==> src/rtl/ldm_stm_sequencer.sv <==
`default_nettype none
// ============================================================================
// Module   : ldm_stm_sequencer
// Brief    : LDM/STM block-transfer engine walking a 16-bit register list.
//            Optional misaligned-base abort enabled by macro SEQ_ALIGN_CHECK_EN.
// Revision : 1.0 - initial release
// ============================================================================
module ldm_stm_sequencer #(
  parameter int ADDR_W = 32,
  parameter int DATA_W = 32
) (
  input  logic              clk,
  input  logic              rst_n,
  input  logic              start,
  input  logic              is_load,
  input  logic [1:0]        mode,
  input  logic              wback,
  input  logic [3:0]        rn,
  input  logic [ADDR_W-1:0] base,
  input  logic [15:0]       reg_list,
  output logic              busy,
  output logic              done,
  output logic              abort,
  output logic [3:0]        rf_a,
  input  logic [DATA_W-1:0] rf_rd,
  output logic              rf_we,
  output logic [3:0]        rf_a3,
  output logic [DATA_W-1:0] rf_wd,
  output logic              pc_we,
  output logic [DATA_W-1:0] pc_wd,
  output logic              mem_req,
  output logic              mem_we,
  output logic [ADDR_W-1:0] mem_addr,
  output logic [DATA_W-1:0] mem_wdata,
  input  logic              mem_ack,
  input  logic [DATA_W-1:0] mem_rdata
);

  typedef enum logic [2:0] {
    S_IDLE  = 3'd0,
    S_XFER  = 3'd1,
    S_DRAIN = 3'd2,
    S_WB    = 3'd3,
    S_DONE  = 3'd4
  } state_t;

  localparam logic [ADDR_W-1:0] c_WORD = ADDR_W'(4);

  state_t              r_state, w_next;
  logic                r_is_load;
  logic                r_do_wb;
  logic                r_abort;
  logic [3:0]          r_rn;
  logic [15:0]         r_list;
  logic [ADDR_W-1:0]   r_addr;
  logic [ADDR_W-1:0]   r_final;
  logic                r_pend;
  logic [3:0]          r_pend_reg;
  logic [DATA_W-1:0]   r_pend_data;

  logic [4:0]          w_n;
  logic [ADDR_W-1:0]   w_base, w_span, w_first, w_final;
  logic [3:0]          w_cur;
  logic                w_last;
  logic                w_misalign;

  assign w_base = {base[ADDR_W-1:2], 2'b00};

`ifdef SEQ_ALIGN_CHECK_EN
  assign w_misalign = (base[1:0] != 2'b00);
`else
  logic w_unused_base_lsb;
  assign w_unused_base_lsb = ^base[1:0];
  assign w_misalign        = 1'b0;
`endif

  always_comb begin
    w_n = '0;
    for (int i = 0; i < 16; i++) w_n = w_n + {4'd0, reg_list[i]};
  end

  always_comb begin
    w_span = ADDR_W'({w_n, 2'b00});
    case (mode)
      2'b00:   w_first = w_base;
      2'b01:   w_first = w_base + c_WORD;
      2'b10:   w_first = w_base - w_span + c_WORD;
      default: w_first = w_base - w_span;
    endcase
    w_final = mode[1] ? (w_base - w_span) : (w_base + w_span);
  end

  // Lowest remaining register; ascending order pairs it with the lowest address.
  always_comb begin
    w_cur = 4'd0;
    for (int i = 15; i >= 0; i--) if (r_list[i]) w_cur = 4'(i);
  end

  assign w_last = ((r_list & (r_list - 16'd1)) == 16'd0);

  always_ff @(posedge clk) begin
    if (!rst_n) begin
      r_state     <= S_IDLE;
      r_is_load   <= 1'b0;
      r_do_wb     <= 1'b0;
      r_abort     <= 1'b0;
      r_rn        <= 4'd0;
      r_list      <= 16'd0;
      r_addr      <= '0;
      r_final     <= '0;
      r_pend      <= 1'b0;
      r_pend_reg  <= 4'd0;
      r_pend_data <= '0;
    end else begin
      r_state <= w_next;
      r_pend  <= 1'b0;
      case (r_state)
        S_IDLE: begin
          if (start) begin
            r_is_load <= is_load;
            r_rn      <= rn;
            r_list    <= reg_list;
            r_addr    <= w_first;
            r_final   <= w_final;
            r_abort   <= w_misalign;
            // A loaded base register overrides the writeback value.
            r_do_wb   <= wback && !(is_load && reg_list[rn]) && (rn != 4'd15);
          end
        end
        S_XFER: begin
          if (mem_ack) begin
            r_list      <= r_list & ~(16'd1 << w_cur);
            r_addr      <= r_addr + c_WORD;
            r_pend      <= r_is_load;
            r_pend_reg  <= w_cur;
            r_pend_data <= mem_rdata;
          end
        end
        default: ;
      endcase
    end
  end

  always_comb begin
    w_next    = r_state;
    busy      = 1'b0;
    done      = 1'b0;
    abort     = 1'b0;
    rf_a      = 4'd0;
    rf_we     = 1'b0;
    rf_a3     = 4'd0;
    rf_wd     = '0;
    pc_we     = 1'b0;
    pc_wd     = '0;
    mem_req   = 1'b0;
    mem_we    = 1'b0;
    mem_addr  = '0;
    mem_wdata = '0;

    // Captured load data retires one cycle after its ack, overlapping the next request.
    if (r_pend) begin
      if (r_pend_reg == 4'd15) begin
        pc_we = 1'b1;
        pc_wd = {r_pend_data[DATA_W-1:2], 2'b00};
      end else begin
        rf_we = 1'b1;
        rf_a3 = r_pend_reg;
        rf_wd = r_pend_data;
      end
    end

    case (r_state)
      S_IDLE: begin
        if (start) w_next = ((reg_list == 16'd0) || w_misalign) ? S_DONE : S_XFER;
      end
      S_XFER: begin
        busy     = 1'b1;
        mem_req  = 1'b1;
        mem_we   = !r_is_load;
        mem_addr = r_addr;
        rf_a     = w_cur;
        if (!r_is_load) mem_wdata = rf_rd;
        if (mem_ack && w_last) w_next = S_DRAIN;
      end
      S_DRAIN: begin
        busy   = 1'b1;
        w_next = r_do_wb ? S_WB : S_DONE;
      end
      S_WB: begin
        busy   = 1'b1;
        rf_we  = 1'b1;
        rf_a3  = r_rn;
        rf_wd  = DATA_W'(r_final);
        w_next = S_DONE;
      end
      S_DONE: begin
        done   = 1'b1;
        abort  = r_abort;
        w_next = S_IDLE;
      end
      default: w_next = S_IDLE;
    endcase
  end

endmodule
`default_nettype wire
==> config.mk <==
export PLATFORM = sky130hd
export DESIGN_NAME = ldm_stm_sequencer
export DESIGN_NICKNAME = d
export VERILOG_FILES = /design/src/rtl/ldm_stm_sequencer.sv
export SDC_FILE = /design/constraint.sdc
export NUM_CORES = 1
export LEC_CHECK = 0
export CORE_UTILIZATION = 46
export DETAILED_ROUTE_END_ITERATION = 8
export PLACE_DENSITY = 0.76
export RECOVER_POWER = 100
export REMOVE_ABC_BUFFERS = 1
export SLEW_MARGIN = 0
export SYNTH_ARGS = -nofsm -noshare
export SYNTH_HDL_FRONTEND = slang
export SYNTH_SLANG_ARGS = --single-unit
==> constraint.sdc <==
create_clock -name clk -period 8.4 [get_ports clk]
set_clock_uncertainty 0.2 [all_clocks]
set_input_delay 2.52 -clock clk [delete_from_list [all_inputs] [get_ports clk]]
set_output_delay 2.52 -clock clk [all_outputs]
set_load 0.05 [all_outputs]
After elaboration in Yosys (flattened, before gate mapping):

Index checks and enable logic that the tools add are counted.

* bits of input ports: 124
* flip-flop bits (word level): 126
* output and inout port bits: 143
* logic and storage cells: 116

* shift operators: 1
* reductions and logical operators: 17
* muxes and demuxes: 52
* order comparisons: 1
* bitwise gates (word level): 3
* $add $sub $neg: 21
* equality and inequality tests: 11

Operators with widths (count)
* $mux W32: 11
* $add A32 B3 Y32 const B: 3
* $pmux W32 S3: 1
* $mux W4: 20
* $pmux W32 S2: 1
* $add A5 B1 Y5: 11
* $add A32 B7 Y32: 1
* $and A16 B16 Y16: 2
* $logic_not A16 Y1: 2
* $mux W16: 2
* $pmux W16 S2: 1
* $sub A32 B7 Y32: 1
* $not A16 Y16: 1
* $shl A1 B4 Y16 const A: 1
* $sub A16 B1 Y16 const B: 1
* $mux W3: 4
* $pmux W3 S4: 1
* $mux W1: 10
* $eq A3 B2 Y1 const B: 2
* $ne A2 B2 Y1 const B: 3
* $reduce_and A2 Y1: 3
* $reduce_and A3 Y1: 2
* $add A4 B1 Y5: 1
* $lt A4 B5 Y1 const B: 1
* 16 further kinds: 20

Longest topological paths before layout:

Gate-level depths: netlist of run 1.

* depth after elaboration: 21
* depth in mapped cells: 24
* depth with buffers taken out: 23

Worst setup path before layout of run 1:

OpenSTA, ideal clock, no wires.

* path type: input to register
* start point: input reg_list[0]
* end point: register r_addr[29]
* path buffers: 1
* required time: 8.126 ns
* slack: -0.243 ns
* arrival: 8.368 ns
* stages: 21
* cells stage by stage: inv_1 fa_1 fa_1 fa_1 fa_1 inv_1 ha_1 fa_1 a21o_1 and2_1 ha_1 nor2_1 o311a_1 buf_6 or4_1 a222oi_1 nand4_2 nor4_4 nand3_1 or4_1 a31oi_1

* word-level cells in the longest chain between the ends: 20

RTL lines
* start, declared: line 20 `input logic [15:0] reg_list,`
* $add A1 B1 Y2 *: line 79 `for (int i = 0; i < 16; i++) w_n = w_n + {4'd0, reg_list[i]};`
* $add A2 B1 Y3 *: line 79
* $add A3 B1 Y4 *: line 79
* $add A4 B1 Y5 *: line 79
* $add A5 B1 Y5 * (11 in a row): line 79
* $sub A32 B7 Y32 *: line 87, 88
* $add A32 B3 Y32: line 87 `2'b10: w_first = w_base - w_span + c_WORD;`
* $pmux W32 S3 *: line 84 `case (mode)`
* $mux W32 *: line 119 `if (start) begin`
* $pmux W32 S2 *: line 117 `case (r_state)`
* end signal, assigned: line 123 `r_addr <= w_first;`
* end signal, assigned: line 133 `r_addr <= r_addr + c_WORD;`
* end, declared: line 55 `logic [ADDR_W-1:0] r_addr;`

Every way passes the cells marked *; elsewhere a longest branch is shown, timed or not. The select of a mux whose other input is x is not followed.
A chain may end at the register's enable or synchronous reset.

Worst setup path in the final report of run 1:

* start point: input reg_list[15]
* end point: register r_addr[19]

* word-level cells in the longest chain between the ends: 6

RTL lines (line)
* $add A5 B1 Y5 *: 79
* $sub A32 B7 Y32 *: 87, 88
* $add A32 B3 Y32: 87
* $pmux W32 S3 *: 84
* $mux W32 *: 119
* $pmux W32 S2 *: 117

Marks and branches as above.

==> results of run 1 <==
## final cells by class
class,instances,share of cell area (%)
Clock buffer,19,2.90
Clock inverter,13,0.850
Inverter,52,1.27
Multi-Input combinational cell,1272,51.8
Sequential cell,122,15.6
Tap cell,313,2.51
Timing Repair Buffer,437,25.0
## cell families after synthesis
logic type	count (synthesis)	share of synthesized area, %
other	1	0.0345
adders and majority gates	36	4.92
muxes	15	1.98
buffers and inverters	178	6.49
and+or+nand+nor	710	32.7
DFF	122	22.4
xor gates and xnor gates	79	6.36
AOI/OAI and AO/OA	427	25.1
## placed cells by master (no fill, tap or decap), types with 10 or more instances in the layout
cell type        netlist  layout
a211oi_1              27      24
a21oi_1              160     159
a221oi_1              13      11
a22o_1                35      35
a31oi_1               27      26
and2_1               105     103
and3_1                26      26
buf_4                  5     172
clkbuf_16              0      17
clkdlybuf4s50_1        0     129
dfxtp_1              122     122
dlygate4sd3_1          0     121
fa_1                  12      10
ha_1                  22      15
inv_1                 51      40
inv_2                  0      10
nand2_1              252     251
nand3_1               45      43
nand4_1               22      22
nor2_1               108     101
nor3_1                41      40
nor4_1                35      33
o21ai_0               67      63
o31ai_1               14      13
xnor2_1               54      54
xor2_1                25      24
## worst max-delay path, delay by kind of cell
family	cells	cell delay [ps]
buf+inv	6	750
fa+ha+maj	7	2970
compound gates	4	1080
simple gates	5	1060
## what timing repair did
item                                    in CTS  in global routing
endpoints found under the setup margin      22                 19
setup buffers                               10                  9
resized for setup                           69                 54
pin swaps                                   19                 25
## cells in the mapped netlist (26+ instances only)
cell	n	area (um2)
and3_1	26	163
a22o_1	35	307
nor4_1	35	219
clkbuf_1	111	417
a31oi_1	27	169
xnor2_1	54	473
dfxtp_1	122	2440
nand3_1	45	225
and2_1	105	657
a211oi_1	27	203
o21ai_0	67	335
nand2_1	252	946
a21oi_1	160	801
nor3_1	41	205
nor2_1	108	405
inv_1	51	191
## report_power, final
part           internal, mW  switching (mW)
Combinational         0.886            1.16
Sequential            0.658          0.0843
Clock                 0.431           0.316
Total                  1.97            1.56
## how the worst max path moves through the flow
stage / to / cells after the start
2_1_floorplan: r_addr[25]$_SDFFE_PN0P_ / 4
6_report: r_addr[19]$_SDFFE_PN0P_ / 22
3_5_place_dp: r_addr[29]$_SDFFE_PN0P_ / 22
5_1_grt: r_addr[19]$_SDFFE_PN0P_ / 22
3_3_place_gp: r_addr[29]$_SDFFE_PN0P_ / 22
4_1_cts: r_addr[29]$_SDFFE_PN0P_ / 23
## through the flow
step | power (mW) | util [%]
final | 3.54 | 68.1
after global routing | 3.74 | 68.1
after CTS | 3.39 | 67.0
after detailed placement | 2.59 | 63.6
after global placement | 2.56 | 63.6
after floorplan | 1.78 | -
## routing by layer
metal  track usage (%)  vias up  share of wire, %
met2              60.4      715                49
met3              6.17      123               8.0
met1              39.8     6285                38
met5                 0        -                 0
met4              18.2        0               4.7
li1                  -     6260                 -
==> impl_metrics.json, run 1 <==
{
  "place.gp.congestion": 0.973,
  "placed_cells": 2177,
  "synth-main-ff-cell": "dfxtp_1",
  "async_reset_ff_share_pct": 0,
  "ys_types": 88,
  "drc": 0,
  "drive_above_1_share_pct": 15.8,
  "cts_tree": "done",
  "hold_class": "flip-flop to flip-flop",
  "rsz0062_at_grt": "true",
  "path_common_cell": "fa_1",
  "r2r_end": "r_addr[27]$_SDFFE_PN0P_",
  "antenna_found_initial": 0,
  "critPathLaunch": "reg_list[15]",
  "fp-row-count": 55,
  "end_kind": "flip-flop",
  "antenna_left": 0,
  "fin_tns_setup_ps": 0,
  "grt_start_max_net_pins": 56,
  "hp-start": "r_pend_data[0]$_SDFFE_PN0P_",
  "synth_area_um2": 10900,
  "setup_ws_ps": 73.7,
  "initial_utilization_pct": 47.5,
  "maxCapViolations": 5,
  "cts_root_buf": "clkbuf_16",
  "critical_path.max_fanout": 5,
  "place_area_um2": 14600,
  "grt_pass1_wl_mm": 66.0,
  "multi_input_area_um2": 8090,
  "ff2ff_setup_slack_ps": 2080,
  "top_regs": "r_pend_data: 32 flops, r_addr: 30 flops, r_final: 30 flops",
  "synthToLayoutAreaGrowth_pct": 43.4,
  "clkTransAtPathRegs_ps": 60,
  "layout.cells.non_filler": 2228,
  "fin_area_um2": 15600,
  "syn_inst": 1568,
  "seq_area_um2": 2440,
  "cts_made_buffers": 17,
  "whs_ps": 249,
  "cts-hold-fix-buffers": 0,
  "fill_cells": 2070,
  "io_pins": 267,
  "period_share_pct": 99.1,
  "leakage_nw": 6.25,
  "core-area_um2": 22900,
  "dp_slack_ps": -950,
  "htreeDepth": 4,
  "dieArea_um2": 24300,
  "slew_headroom_pct": -71.6,
  "cp_data_required_time_ps": 8450,
  "slew_violations": 204,
  "insertion_delay_ps": 430,
  "drt_iter0_drc": 1152,
  "holdPathStages": 2,
  "viasPerCell": 6.01,
  "critPathKind": "primary input to flip-flop",
  "die_h_um": 156,
  "synth_edf_count": 0,
  "dr.pass1.iters": 6,
  "crit_arrival_ps": 8380,
  "port_buffers": 259,
  "hold_violations": 0,
  "clockBufferDepth": 2,
  "cts_sinks": 122,
  "dp_hpwl_mm": 30.7,
  "whs_endpoint": "r_pend_data[0]$_SDFFE_PN0P_",
  "crit_path_start_kind": "primary input",
  "fmax_ghz": 0.120,
  "syn_avg_cell_area_um2": 6.94,
  "top_register": "r_pend_data",
  "r2r_cells": 11,
  "slowest_delay_ps": 570,
  "finalSetupViolCount": 0,
  "path_cells": "buf_2 > inv_2 > fa_1 > fa_1 > fa_1 > fa_1 > inv_2 > ha_4 > fa_2 > ha_4 > nor2_4 > o311a_4 > or4_4 > a222oi_1 > buf_4 > nand4_4 > buf_6 > nor4_4 > buf_4 > nor2_4 > o31ai_4 > a221oi_2",
  "grt_pass1_vias": 12519,
  "vias": 13383,
  "nets": 2060,
  "run_status": "finished, violations left",
  "synth-seq-area-share_pct": 22.4,
  "totalWireLength_mm": 43.1,
  "yosys_warnings": 0,
  "tightest_slew_ps": 2570,
  "largest_register_ffs": 32,
  "grtUsageTotal_pct": 34.4,
  "period_needed_ps": 8330,
  "die_w_um": 156,
  "wl_per_cell_um": 19.3,
  "violations": "max-capacitance violations, max-slew violations",
  "power_density_nw_per_um2": 227,
  "cpMaxStageDelayCell": "fa_1",
  "ys_ff_latch": 122,
  "r2r-start": "r_state[0]$_SDFFE_PN0P_",
  "n_antenna_cell": 0,
  "vdd_drop_max_v": 0.000170,
  "grt_overflow": 0
}
No activity file was read; power rests on OpenSTA's default activity.
==> run 2, diff against run 1 <==
- CAP_MARGIN: not set -> 30
==> impl_metrics.json, run 2 (same netlist as run 1, synthesis figures left out) <==
{
  "dieArea_um2": 24300,
  "fmax_ghz": 0.121,
  "hp-start": "r_pend_data[0]$_SDFFE_PN0P_",
  "met1_usage_pct": 39.7,
  "tightest_slew_ps": 2170,
  "fp-row-count": 55,
  "core-area_um2": 22900,
  "clkTransAtPathRegs_ps": 70,
  "dr.pass1.iters": 5,
  "port_buffers": 259,
  "wl_per_cell_um": 19.2,
  "top_regs": "r_pend_data: 32 flops, r_addr: 30 flops, r_final: 30 flops",
  "cts_root_buf": "clkbuf_16",
  "vdd_drop_max_v": 0.000159,
  "maxCapViolations": 3,
  "die_h_um": 156,
  "leakage_nw": 6.22,
  "fin_area_um2": 15500,
  "initial_utilization_pct": 47.5,
  "hold_violations": 0,
  "cp_data_required_time_ps": 8560,
  "end_kind": "flip-flop",
  "antenna_found_initial": 0,
  "critical_path.max_fanout": 6,
  "placed_cells": 2180,
  "period_needed_ps": 8290,
  "critPathLaunch": "reg_list[13]",
  "die_w_um": 156,
  "top_register": "r_pend_data",
  "place.gp.congestion": 0.973,
  "synthToLayoutAreaGrowth_pct": 42.3,
  "power_density_nw_per_um2": 222,
  "setup_ws_ps": 107,
  "period_share_pct": 98.7,
  "clockBufferDepth": 2,
  "seq_power_share_pct": 21.6,
  "power.switching_mw": 1.54,
  "hold_class": "flip-flop to flip-flop",
  "cts_tree": "done",
  "insertion_delay_ps": 430,
  "drive_above_1_share_pct": 14.3,
  "cts_sinks": 122,
  "p_comb_share_pct": 56.5,
  "fin_tns_setup_ps": 0,
  "layout_common_cells": "nand2_1 (251), a21oi_1 (160), buf_4 (144)",
  "io_pins": 267,
  "violations": "max-capacitance violations, max-slew violations",
  "finalSetupViolCount": 0,
  "antenna_left": 0,
  "grt_pass1_wl_mm": 65.8,
  "dp_slack_ps": -960,
  "layout_commonest_cell": "nand2_1",
  "place_area_um2": 14600,
  "grtUsageTotal_pct": 34.4,
  "grt_pass1_vias": 12590,
  "drc": 0,
  "viasPerCell": 6.02,
  "grt_overflow": 0,
  "totalWireLength_mm": 42.7,
  "grt_use_met3_pct": 6.86,
  "nets": 2058,
  "p_int_mw": 1.90,
  "met2_usage_pct": 59.5,
  "crit_path_start_kind": "primary input",
  "drt_iter0_drc": 1215,
  "layout.cells.non_filler": 2227,
  "grt_start_max_net_pins": 56,
  "dp_hpwl_mm": 30.8,
  "whs_ps": 248,
  "crit_arrival_ps": 8460,
  "sw_frac_of_total_pct": 44.8,
  "slew_headroom_pct": -44.3,
  "top_usage_layer": "met2",
  "largest_register_ffs": 32,
  "cts_made_buffers": 17,
  "htreeDepth": 4,
  "run_status": "finished, violations left",
  "fill_cells": 2041,
  "r2r-start": "r_state[0]$_SDFFE_PN0P_",
  "vias": 13417,
  "critPathKind": "primary input to flip-flop",
  "slew_violations": 93,
  "clockPowerShare_pct": 21.9
}
run 2: changes by cell type in the layout (fill, tap and decap cells not counted), sizes merged, moves of 2 or more:
cell / before / now
buf: 182 / 156
clkbuf: 24 / 46
clkdlybuf4s50: 129 / 111
dlygate4sd3: 121 / 139
clkdlybuf4s15: 0 / 2
run 2: final timing paths:
check                                      to  slack [ps]  cells after the start
setup / recovery      r_addr[28]$_SDFFE_PN0P_         110                     23
hold / removal    r_pend_data[0]$_SDFFE_PN0P_         250                      2
setup reg to reg      r_addr[25]$_SDFFE_PN0P_        2590                      9
hold reg to reg   r_pend_data[0]$_SDFFE_PN0P_         250                      2
run 2: area by class of cell:
cell class	count	area (um2)	area share (%)
Antenna cell	1	2.50	0.0162
Clock buffer	19	453	2.92
Clock inverter	13	134	0.864
Inverter	52	195	1.26
Multi-Input combinational cell	1272	8020	51.7
Sequential cell	122	2440	15.8
Tap cell	313	392	2.53
Timing Repair Buffer	435	3860	24.9
run 2: per-stage QoR:
stage	power (mW)	utilization (%)
after floorplan	1.78	-
after global placement	2.56	63.6
after detailed placement	2.59	63.8
after CTS	3.41	67.2
after global routing	3.64	67.6
final	3.44	67.6
run 2: what timing repair did:
| item | CTS | global route |
|---|---|---|
| hold buffers | 0 | 0 |
| hold endpoints to repair | 0 | 0 |
| buffers inserted | 12 | 4 |
| pin swaps | 21 | 22 |
| endpoints found under the setup margin | 22 | 20 |
| resized for setup | 54 | 44 |
run 2: worst max-delay path: stages:
cell             delay (ps)
clkdlybuf4s15_2         190
inv_2                    40
fa_1                    540
fa_1                    430
fa_1                    460
fa_1                    510
inv_2                    50
ha_4                    160
fa_2                    360
a21o_1                  170
and2_4                  170
ha_4                    280
nand2b_4                140
nand3_4                  80
buf_6                   160
buf_8                   120
or4_4                   530
a211oi_4                280
o22ai_2                 190
or3_1                   430
o41ai_1                 310
a31oi_1                 190
o22ai_1                 150
run 2: power by group through the flow:
stage               clock [mW]  sequential, mW  combinational [mW]
global placement             0           0.749                1.81
finish                   0.752           0.742                1.94
global route             0.786           0.752                2.10
CTS                      0.759           0.739                1.91
detailed placement           0           0.751                1.84
floorplan                    0           0.726                1.05
run 2: per-layer routing:
| metal | part of all wire [%] | wire (um) |
|---|---|---|
| met4 | 5.1 | 2190 |
| met5 | 0 | 0 |
| met1 | 38 | 16300 |
| met3 | 7.9 | 3370 |
| met2 | 49 | 20800 |
